File: config.mk
export PLATFORM = sky130hd
export DESIGN_NAME = scan_sel_ctrl
export DESIGN_NICKNAME = d
export VERILOG_FILES = /design/src/rtl/scan_sel_ctrl.sv
export SDC_FILE = /design/constraint.sdc
export NUM_CORES = 1
export LEC_CHECK = 0
export CAP_MARGIN = 20
export CORE_MARGIN = 2
export CORE_UTILIZATION = 56
export DETAILED_ROUTE_END_ITERATION = 6
export DONT_BUFFER_PORTS = 1
export PLACE_DENSITY = 0.74
export SLEW_MARGIN = 20
export SYNTH_ARGS = -nofsm -noshare
export SYNTH_HDL_FRONTEND = slang
export SYNTH_SLANG_ARGS = --single-unit
File: constraint.sdc
create_clock -name clk -period 1.85 [get_ports clk]
set_input_delay 0.555 -clock clk [delete_from_list [all_inputs] [get_ports clk]]
set_output_delay 0.555 -clock clk [all_outputs]
set_load 0.05 [all_outputs]
File: src/rtl/scan_sel_ctrl.sv
// ---------------------------------------------------------------------------
// scan_sel_ctrl
//   Scan sequencer for the 16-to-4 digit selector of the keypad-decoder
//   display path. It has four jobs:
//     - a prescaler sets how long each digit slot lasts;
//     - it produces the 2-bit select code and the matching active-low anodes,
//       with a blanking gap at the start of every slot;
//     - it generates a frame pulse on the 3->0 wrap of the select code;
//     - it double-buffers the nibble word, so the selector only ever sees a
//       new word at a frame boundary.
//
// Parameters
//   DIV      clock cycles per digit slot (>= 2)
//   BLANK    cycles at the start of each slot with all anodes off (< DIV)
//
// Ports
//   clk       in   1   system clock, rising edge
//   rst_n     in   1   asynchronous active-low reset
//   en        in   1   scan enable; 0 freezes the scan and blanks the display
//   load      in   1   one-cycle strobe, captures data_in into the shadow
//   data_in   in   16  nibble word {d3,d2,d1,d0}
//   dig_mask  in   4   1 forces that digit off (sampled live)
//   s         out  2   selector code (0 selects i[3:0])
//   i_out     out  16  committed word driving the selector
//   an_n      out  4   digit anodes, active low
//   frame     out  1   one-cycle pulse when s wraps 3->0
//   pending   out  1   shadow holds a word that is not yet committed
// ---------------------------------------------------------------------------
module scan_sel_ctrl #(
  parameter int DIV   = 4000,
  parameter int BLANK = 200
) (
  input  logic        clk,
  input  logic        rst_n,
  input  logic        en,
  input  logic        load,
  input  logic [15:0] data_in,
  input  logic [3:0]  dig_mask,
  output logic [1:0]  s,
  output logic [15:0] i_out,
  output logic [3:0]  an_n,
  output logic        frame,
  output logic        pending
);

  localparam int            CW      = $clog2(DIV);
  localparam logic [CW-1:0] LAST    = CW'(DIV - 1);
  localparam logic [CW-1:0] BLANK_C = CW'(BLANK);

  logic [CW-1:0] cnt;
  logic [CW-1:0] cnt_next;
  logic [1:0]    s_next;
  logic [3:0]    an_next;
  logic [15:0]   shadow;
  logic          slot_end;
  logic          wrap;

  // The anodes are computed from the next count and select code, so they
  // change on the same edge as s. This keeps the blanking gap aligned with
  // the slot boundary.
  always_comb begin
    slot_end = en && (cnt == LAST);
    wrap     = slot_end && (s == 2'd3);
    cnt_next = cnt;
    s_next   = s;
    if (en) begin
      if (slot_end) begin
        cnt_next = '0;
        s_next   = s + 2'd1;
      end else begin
        cnt_next = cnt + CW'(1);
      end
    end
    an_next = 4'hF;
    if (en && !(cnt_next < BLANK_C) && !dig_mask[s_next]) begin
      an_next = ~(4'b0001 << s_next);
    end
  end

  always_ff @(posedge clk or negedge rst_n) begin
    if (!rst_n) begin
      cnt   <= '0;
      s     <= 2'd0;
      an_n  <= 4'hF;
      frame <= 1'b0;
    end else begin
      cnt   <= cnt_next;
      s     <= s_next;
      an_n  <= an_next;
      frame <= wrap;
    end
  end

  // A load on the wrap edge bypasses the shadow. The word lands directly in
  // i_out, and pending never rises for it.
  always_ff @(posedge clk or negedge rst_n) begin
    if (!rst_n) begin
      shadow  <= 16'h0000;
      i_out   <= 16'h0000;
      pending <= 1'b0;
    end else begin
      if (load) begin
        shadow <= data_in;
      end
      if (wrap && load) begin
        i_out   <= data_in;
        pending <= 1'b0;
      end else if (wrap && pending) begin
        i_out   <= shadow;
        pending <= 1'b0;
      end else if (load) begin
        pending <= 1'b1;
      end
    end
  end

endmodule

==> results of run 1 <==
## cell type report
type / count / area share (%)
Timing Repair Buffer: 26 / 7.99
Multi-Input combinational cell: 119 / 37.9
Inverter: 4 / 0.548
Clock buffer: 5 / 2.51
Sequential cell: 52 / 47.7
Tap cell: 50 / 2.28
Clock inverter: 3 / 1.01
## through the flow
stage               total power, uW  area [sq um]  TNS, ps
finish                         2540          2740        0
global placement               1770          2540   -0.297
floorplan                      1650          2370    -3300
CTS                            2500          2680        0
global route                   2670          2740     -122
detailed placement             1790          2540     -308
## layer usage
layer  wire, um  part of all wire (%)  global-route usage, %
met5          0                     0                      0
met4         96                   2.0                   10.0
met3        307                   6.4                   6.17
met2       2410                    51                   35.5
met1       1950                    41                   24.9
## flip-flops by register name, indices dropped and copies added, names as in the netlist
| signal | cells |
|---|---|
| shadow | 16 |
| s | 2 |
| pending | 1 |
| i_out | 16 |
| frame | 1 |
| cnt | 12 |
| an_n | 4 |
## critical path, stage by stage, from the launching register on
cell      delay (ps)
dfrtp_1          420
or3_4            380
mux2_4           270
o32ai_2          200
nand4_1          100
a22o_1           300
nand4b_1         110
## how the worst min path moves through the flow
stage	from	end	slack, ps
floorplan	rst_n	cnt[0]$_DFFE_PN0P_	260
global placement	rst_n	shadow[11]$_DFFE_PN0P_	260
detailed placement	rst_n	shadow[11]$_DFFE_PN0P_	260
CTS	rst_n	an_n[0]$_DFF_PN1_	70
global route	rst_n	an_n[0]$_DFF_PN1_	50
finish	rst_n	i_out[15]$_DFFE_PN0N_	80
## placed cells by master, fill, tap and decap left out, types with 2 or more instances in the layout
| cell type | instances |
|---|---|
| dfrtp_1 | 47 |
| buf_4 | 24 |
| mux2_2 | 22 |
| nor2_1 | 18 |
| mux2_4 | 12 |
| xnor2_1 | 9 |
| nand2_1 | 9 |
| nand3_1 | 6 |
| clkbuf_8 | 5 |
| nand4_1 | 4 |
| inv_1 | 4 |
| dfstp_2 | 4 |
| or3_4 | 2 |
| and3_1 | 2 |
| a31oi_1 | 2 |
| o21ai_0 | 2 |
| mux2i_1 | 2 |
| o211ai_1 | 2 |
| o31ai_1 | 2 |
| nand4b_1 | 2 |
| o21ai_4 | 2 |
## cell families after synthesis
logic type	count (synthesis)	synth area share, %
simple gates	51	11.2
buf+inv	13	3.15
xor+xnor	10	3.74
fa+ha+maj	2	1.07
mux	36	18.8
compound gates	19	6.35
flops	52	55.7
## power groups by stage
stage | sequential, uW | clock (uW) | combinational [uW]
final | 1340 | 685 | 518
after CTS | 1330 | 694 | 478
after global placement | 1340 | 0 | 426
after detailed placement | 1350 | 0 | 442
after global routing | 1350 | 747 | 575
after floorplan | 1330 | 0 | 325
## what timing repair did
action | CTS | global route
hold endpoints to repair | 48 | 0
hold buffers | 1 | 0
buffers inserted | 0 | 1
pin swaps | 4 | 4
cloned | 0 | 1
gates resized for setup | 2 | 10
endpoints found under the setup margin | 5 | 19
==> flow_metrics.py, run 1 <==
metrics = {
    "layout": {
        "ff_latch_area_sq_um": 1310,
        "fillCellCount": 286,
        "drive_gt1_share_pct": 41.1,
        "area_growth_pct": 16.8,
        "layoutNonFillerInstCount": 259,
        "finalNetCount": 234,
        "multi_input_area_sq_um": 1040,
        "fin_util_pct": 68.0,
        "antenna_cells": 0,
    },
    "yosys": {
        "ys_ff_latch": 52,
        "netlist_instances": 183,
        "synth.yosys.warnings": 0,
        "yosys.area.top_type": "dfrtp_1",
        "syn_nets": 209,
        "synth-seq-area-share_pct": 55.7,
        "avgSynthCellArea_sq_um": 12.8,
        "synth_most_common_cell": "dfrtp_1",
        "syn-cell-area_sq_um": 2340,
        "synth_top_cells_by_area": "dfrtp_1 (51%), mux2_2 (12%), mux2_4 (6.4%)",
        "async_flop_share_pct": 100,
        "netlist.area_leader.share_pct": 51.2,
        "ys.flop_type": "dfrtp_1",
        "synthTopCellsByCount": "dfrtp_1 (48), mux2_2 (24), nor2_1 (19), mux2_4 (10)",
        "synth-edff-count": 0,
        "ys_types": 42,
    },
    "global_routing": {
        "grt_pass1_wl_um": 7120,
        "antenna_found_initial": 0,
        "grt_pass1_vias": 1501,
        "grtUsageTotal_pct": 21.1,
        "grt_overflow": 0,
        "grt_max_degree": 49,
    },
    "floorplanning": {
        "core_area_sq_um": 4030,
        "dieArea_sq_um": 4720,
        "num_rows": 23,
        "die_w_um": 68.7,
        "start_util_pct": 58.2,
        "die_y_um": 68.7,
        "ios": 48,
    },
    "place": {
        "placed_cells": 248,
        "place.gp.congestion": 0.779,
        "dp_hpwl_um": 3270,
        "portBuffers": 0,
        "pre_cts_ws_ps": -33.8,
    },
    "critical_path": {
        "critPathKind": "reg2reg",
        "r2r_slack_ps": 20,
        "reg2reg_depth": 6,
        "worstSetupEndpointType": "flop",
        "start_kind": "flop",
        "cp_max_fo": 4,
        "endpoint": "an_n[1]$_DFF_PN1_",
        "crit_arrival_ps": 2090,
        "rr_startpoint": "cnt[10]$_DFF_PN0_",
        "startpoint": "cnt[10]$_DFF_PN0_",
        "rr_endpoint": "an_n[1]$_DFF_PN1_",
        "cp.required_ps": 2100,
    },
    "clock_network": {
        "cts_root_buffer": "clkbuf_8",
        "clock_path_buffers": 2,
        "cts_tree": "done",
        "clkLatencyLatePin_ps": 310,
        "htreeDepth": 2,
        "cts_buffers": 5,
        "clkSlewWorstSetupHoldPaths_ps": 100,
        "clock-sinks": 52,
    },
    "worst_hold_path": {
        "hold_class": "in2async",
    },
    "timing": {
        "whs_ps": 77.4,
        "finalSetupViolCount": 0,
        "max_freq_mhz": 545,
        "drv_slew": 0,
        "skew_ps": 8.17,
        "rsz0062_at_grt": "true",
        "finalCritPeriodShare_pct": 99.2,
        "setup_ws_ps": 15.6,
        "worst_pin_slew_ps": 498,
        "hold_viol": 0,
        "post-route-min-period_ps": 1830,
        "slew_headroom_pct": 66.8,
    },
    "power": {
        "vdd_drop_max_uv": 698,
        "seqPwrFrac_pct": 52.7,
        "power_density_nw_per_um2": 928,
        "p_switching_uw": 753,
        "p_int_uw": 1790,
        "switching_share_pct": 29.6,
        "leakagePower_uw": 0.00125,
        "power_frac_comb_pct": 20.4,
        "clock_power_share_pct": 27.0,
    },
    "drt": {
        "drc_errors": 0,
        "ant_nets": 0,
        "vias_per_cell": 5.88,
        "vias": 1524,
        "drt_iter0_drc": 124,
        "wirelength_um": 4760,
        "first_pass_iters": 4,
        "routedWlPerCell_um": 18.4,
    },
    "job": {
        "drv_cap": 0,
    },
    "status": {
        "status": "completed",
    },
}
Power figures use the tool's default switching activity.
==> run 2, diff against run 1 <==
--- a/config.mk
+++ b/config.mk
@@ -7,10 +7,11 @@
 export LEC_CHECK = 0
 export CAP_MARGIN = 20
 export CORE_MARGIN = 2
-export CORE_UTILIZATION = 56
+export CORE_UTILIZATION = 55
 export DETAILED_ROUTE_END_ITERATION = 6
 export DONT_BUFFER_PORTS = 1
-export PLACE_DENSITY = 0.74
+export PLACE_DENSITY = 0.73
+export REMOVE_ABC_BUFFERS = 1
 export SLEW_MARGIN = 20
 export SYNTH_ARGS = -nofsm -noshare
 export SYNTH_HDL_FRONTEND = slang
==> flow_metrics.py, run 2 (synthesis gave the netlist of run 1 again) <==
metrics = {
    "status": {
        "status": "complete, but fails checks",
        "failed_checks": "setup timing",
    },
    "drt": {
        "ant_nets": 0,
        "vias": 1566,
        "wirelength_um": 4730,
        "routedWlPerCell_um": 17.8,
        "drc_errors": 0,
        "vias_per_cell": 5.91,
        "first_pass_iters": 4,
        "drt_iter0_drc": 163,
    },
    "timing": {
        "hold_viol": 0,
        "rsz0062_at_grt": "true",
        "finalSetupViolCount": 2,
        "worst_pin_slew_ps": 499,
        "setup_ws_ps": -13.9,
        "skew_ps": 8.81,
        "post-route-min-period_ps": 1860,
        "drv_slew": 0,
        "finalCritPeriodShare_pct": 101,
        "max_freq_mhz": 537,
        "slew_headroom_pct": 66.7,
    },
    "job": {
        "drv_cap": 0,
    },
    "global_routing": {
        "grt_overflow": 0,
        "grt_pass1_wl_um": 8050,
        "grtUsageTotal_pct": 21.3,
        "antenna_found_initial": 0,
        "grt_pass1_vias": 1692,
        "grt_max_degree": 49,
    },
    "critical_path": {
        "start_kind": "flop",
        "cp.required_ps": 2100,
        "critPathKind": "reg2reg",
        "cp_max_fo": 4,
        "crit_arrival_ps": 2110,
        "worstSetupEndpointType": "flop",
        "r2r_slack_ps": -10,
    },
    "layout": {
        "antenna_cells": 0,
        "drive_gt1_share_pct": 41.4,
        "final_cell_mix": "dfrtp_1 (48), buf_4 (30), mux2_2 (22)",
        "area_growth_pct": 18.1,
        "largestRegisters": "i_out: 16 flops, shadow: 16 flops, cnt: 12 flops",
        "fillCellCount": 258,
        "finalNetCount": 240,
        "mostFrequentLayoutCell": "dfrtp_1",
    },
    "clock_network": {
        "cts_buffers": 5,
        "clock_path_buffers": 2,
        "clkSlewWorstSetupHoldPaths_ps": 100,
        "cts_tree": "done",
        "clkLatencyLatePin_ps": 310,
        "clock-sinks": 52,
        "htreeDepth": 2,
        "cts_root_buffer": "clkbuf_8",
    },
    "place": {
        "place.gp.congestion": 0.828,
        "dp_hpwl_um": 3070,
        "pre_cts_ws_ps": -184,
        "portBuffers": 0,
    },
    "floorplanning": {
        "core_area_sq_um": 4060,
        "ios": 48,
        "die_w_um": 69.3,
        "start_util_pct": 57.8,
        "die_y_um": 69.3,
        "dieArea_sq_um": 4800,
        "num_rows": 23,
    },
    "power": {
        "leakagePower_uw": 0.00128,
        "power_density_nw_per_um2": 911,
        "power_uw": 2520,
        "vdd_drop_max_uv": 607,
    },
    "worst_hold_path": {
        "hold_class": "in2async",
    },
}
-- run 2: changes by cell type in the layout (fill, tap and decap cells not counted), sizes merged --
| cell | change |
|---|---|
| buf | +6 |
| clkbuf | +1 |
| inv | -1 |
-- run 2: cell type report --
class                   instances  area, sq um  area share (%)
inverters                       4         15.0           0.542
flip-flops and latches         52         1310            47.2
clock inverters                 2         16.3           0.587
clock buffers                   6         72.6            2.62
well taps                      50         62.6            2.26
repair buffers                 32          264            9.53
multi-input cells             119         1030            37.3
-- run 2: report_power, final --
part	leakage, uW	switching (uW)	internal (uW)
Sequential	0.000649	78.6	1240
Clock	0.0000414	380	270
Combinational	0.000591	259	297
-- run 2: layer usage --
layer	routed length, um	GRT usage (%)	up-vias
met1	1960	25.7	788
met2	2410	35.4	53
met3	266	5.96	13
li1	-	-	712
met4	87	9.59	0
met5	0	0	-
-- run 2: path summary, 6_finish.rpt --
path                                        start                endpoint  depth (start not counted)
hold reg to reg            shadow[10]$_DFFE_PN0P_  shadow[10]$_DFFE_PN0P_                          1
min in group clk                      dig_mask[3]       an_n[3]$_DFF_PN1_                          2
hold / removal                              rst_n       an_n[3]$_DFF_PN1_                          0
setup / recovery                 cnt[9]$_DFF_PN0_       an_n[1]$_DFF_PN1_                          6
max in group asynchronous                   rst_n  shadow[10]$_DFFE_PN0P_                          1
setup reg to reg                 cnt[9]$_DFF_PN0_       an_n[1]$_DFF_PN1_                          6
-- run 2: worst max-delay path, stage by stage, from the launching register on --
cell	delay, ps
dfrtp_1	410
or3_4	400
mux2_4	270
o32ai_2	210
nand4_1	130
a22o_4	290
nand4b_1	100
-- run 2: stage by stage --
stage               hold WS [ps]  cells  instance area (sq um)  utilization [%]  setup TNS, ps
floorplan                    259    174                   2290                -          -5750
CTS                         68.7    264                   2720             67.0          -7.12
finish                      69.5    265                   2770             68.3          -19.2
global placement             260    249                   2540             62.5          -2050
global route                53.9    265                   2770             68.3           -384
detailed placement           261    249                   2540             62.5          -2950
-- run 2: repair_timing --
| action | CTS | global route |
|---|---|---|
| setup endpoints to repair | 19 | 20 |
| hold buffers | 1 | 0 |
| cloned | 1 | 0 |
| pin swaps | 3 | 7 |
| endpoints found under the hold margin | 48 | 0 |
| setup buffers | 5 | 1 |
| gates resized for setup | 5 | 8 |
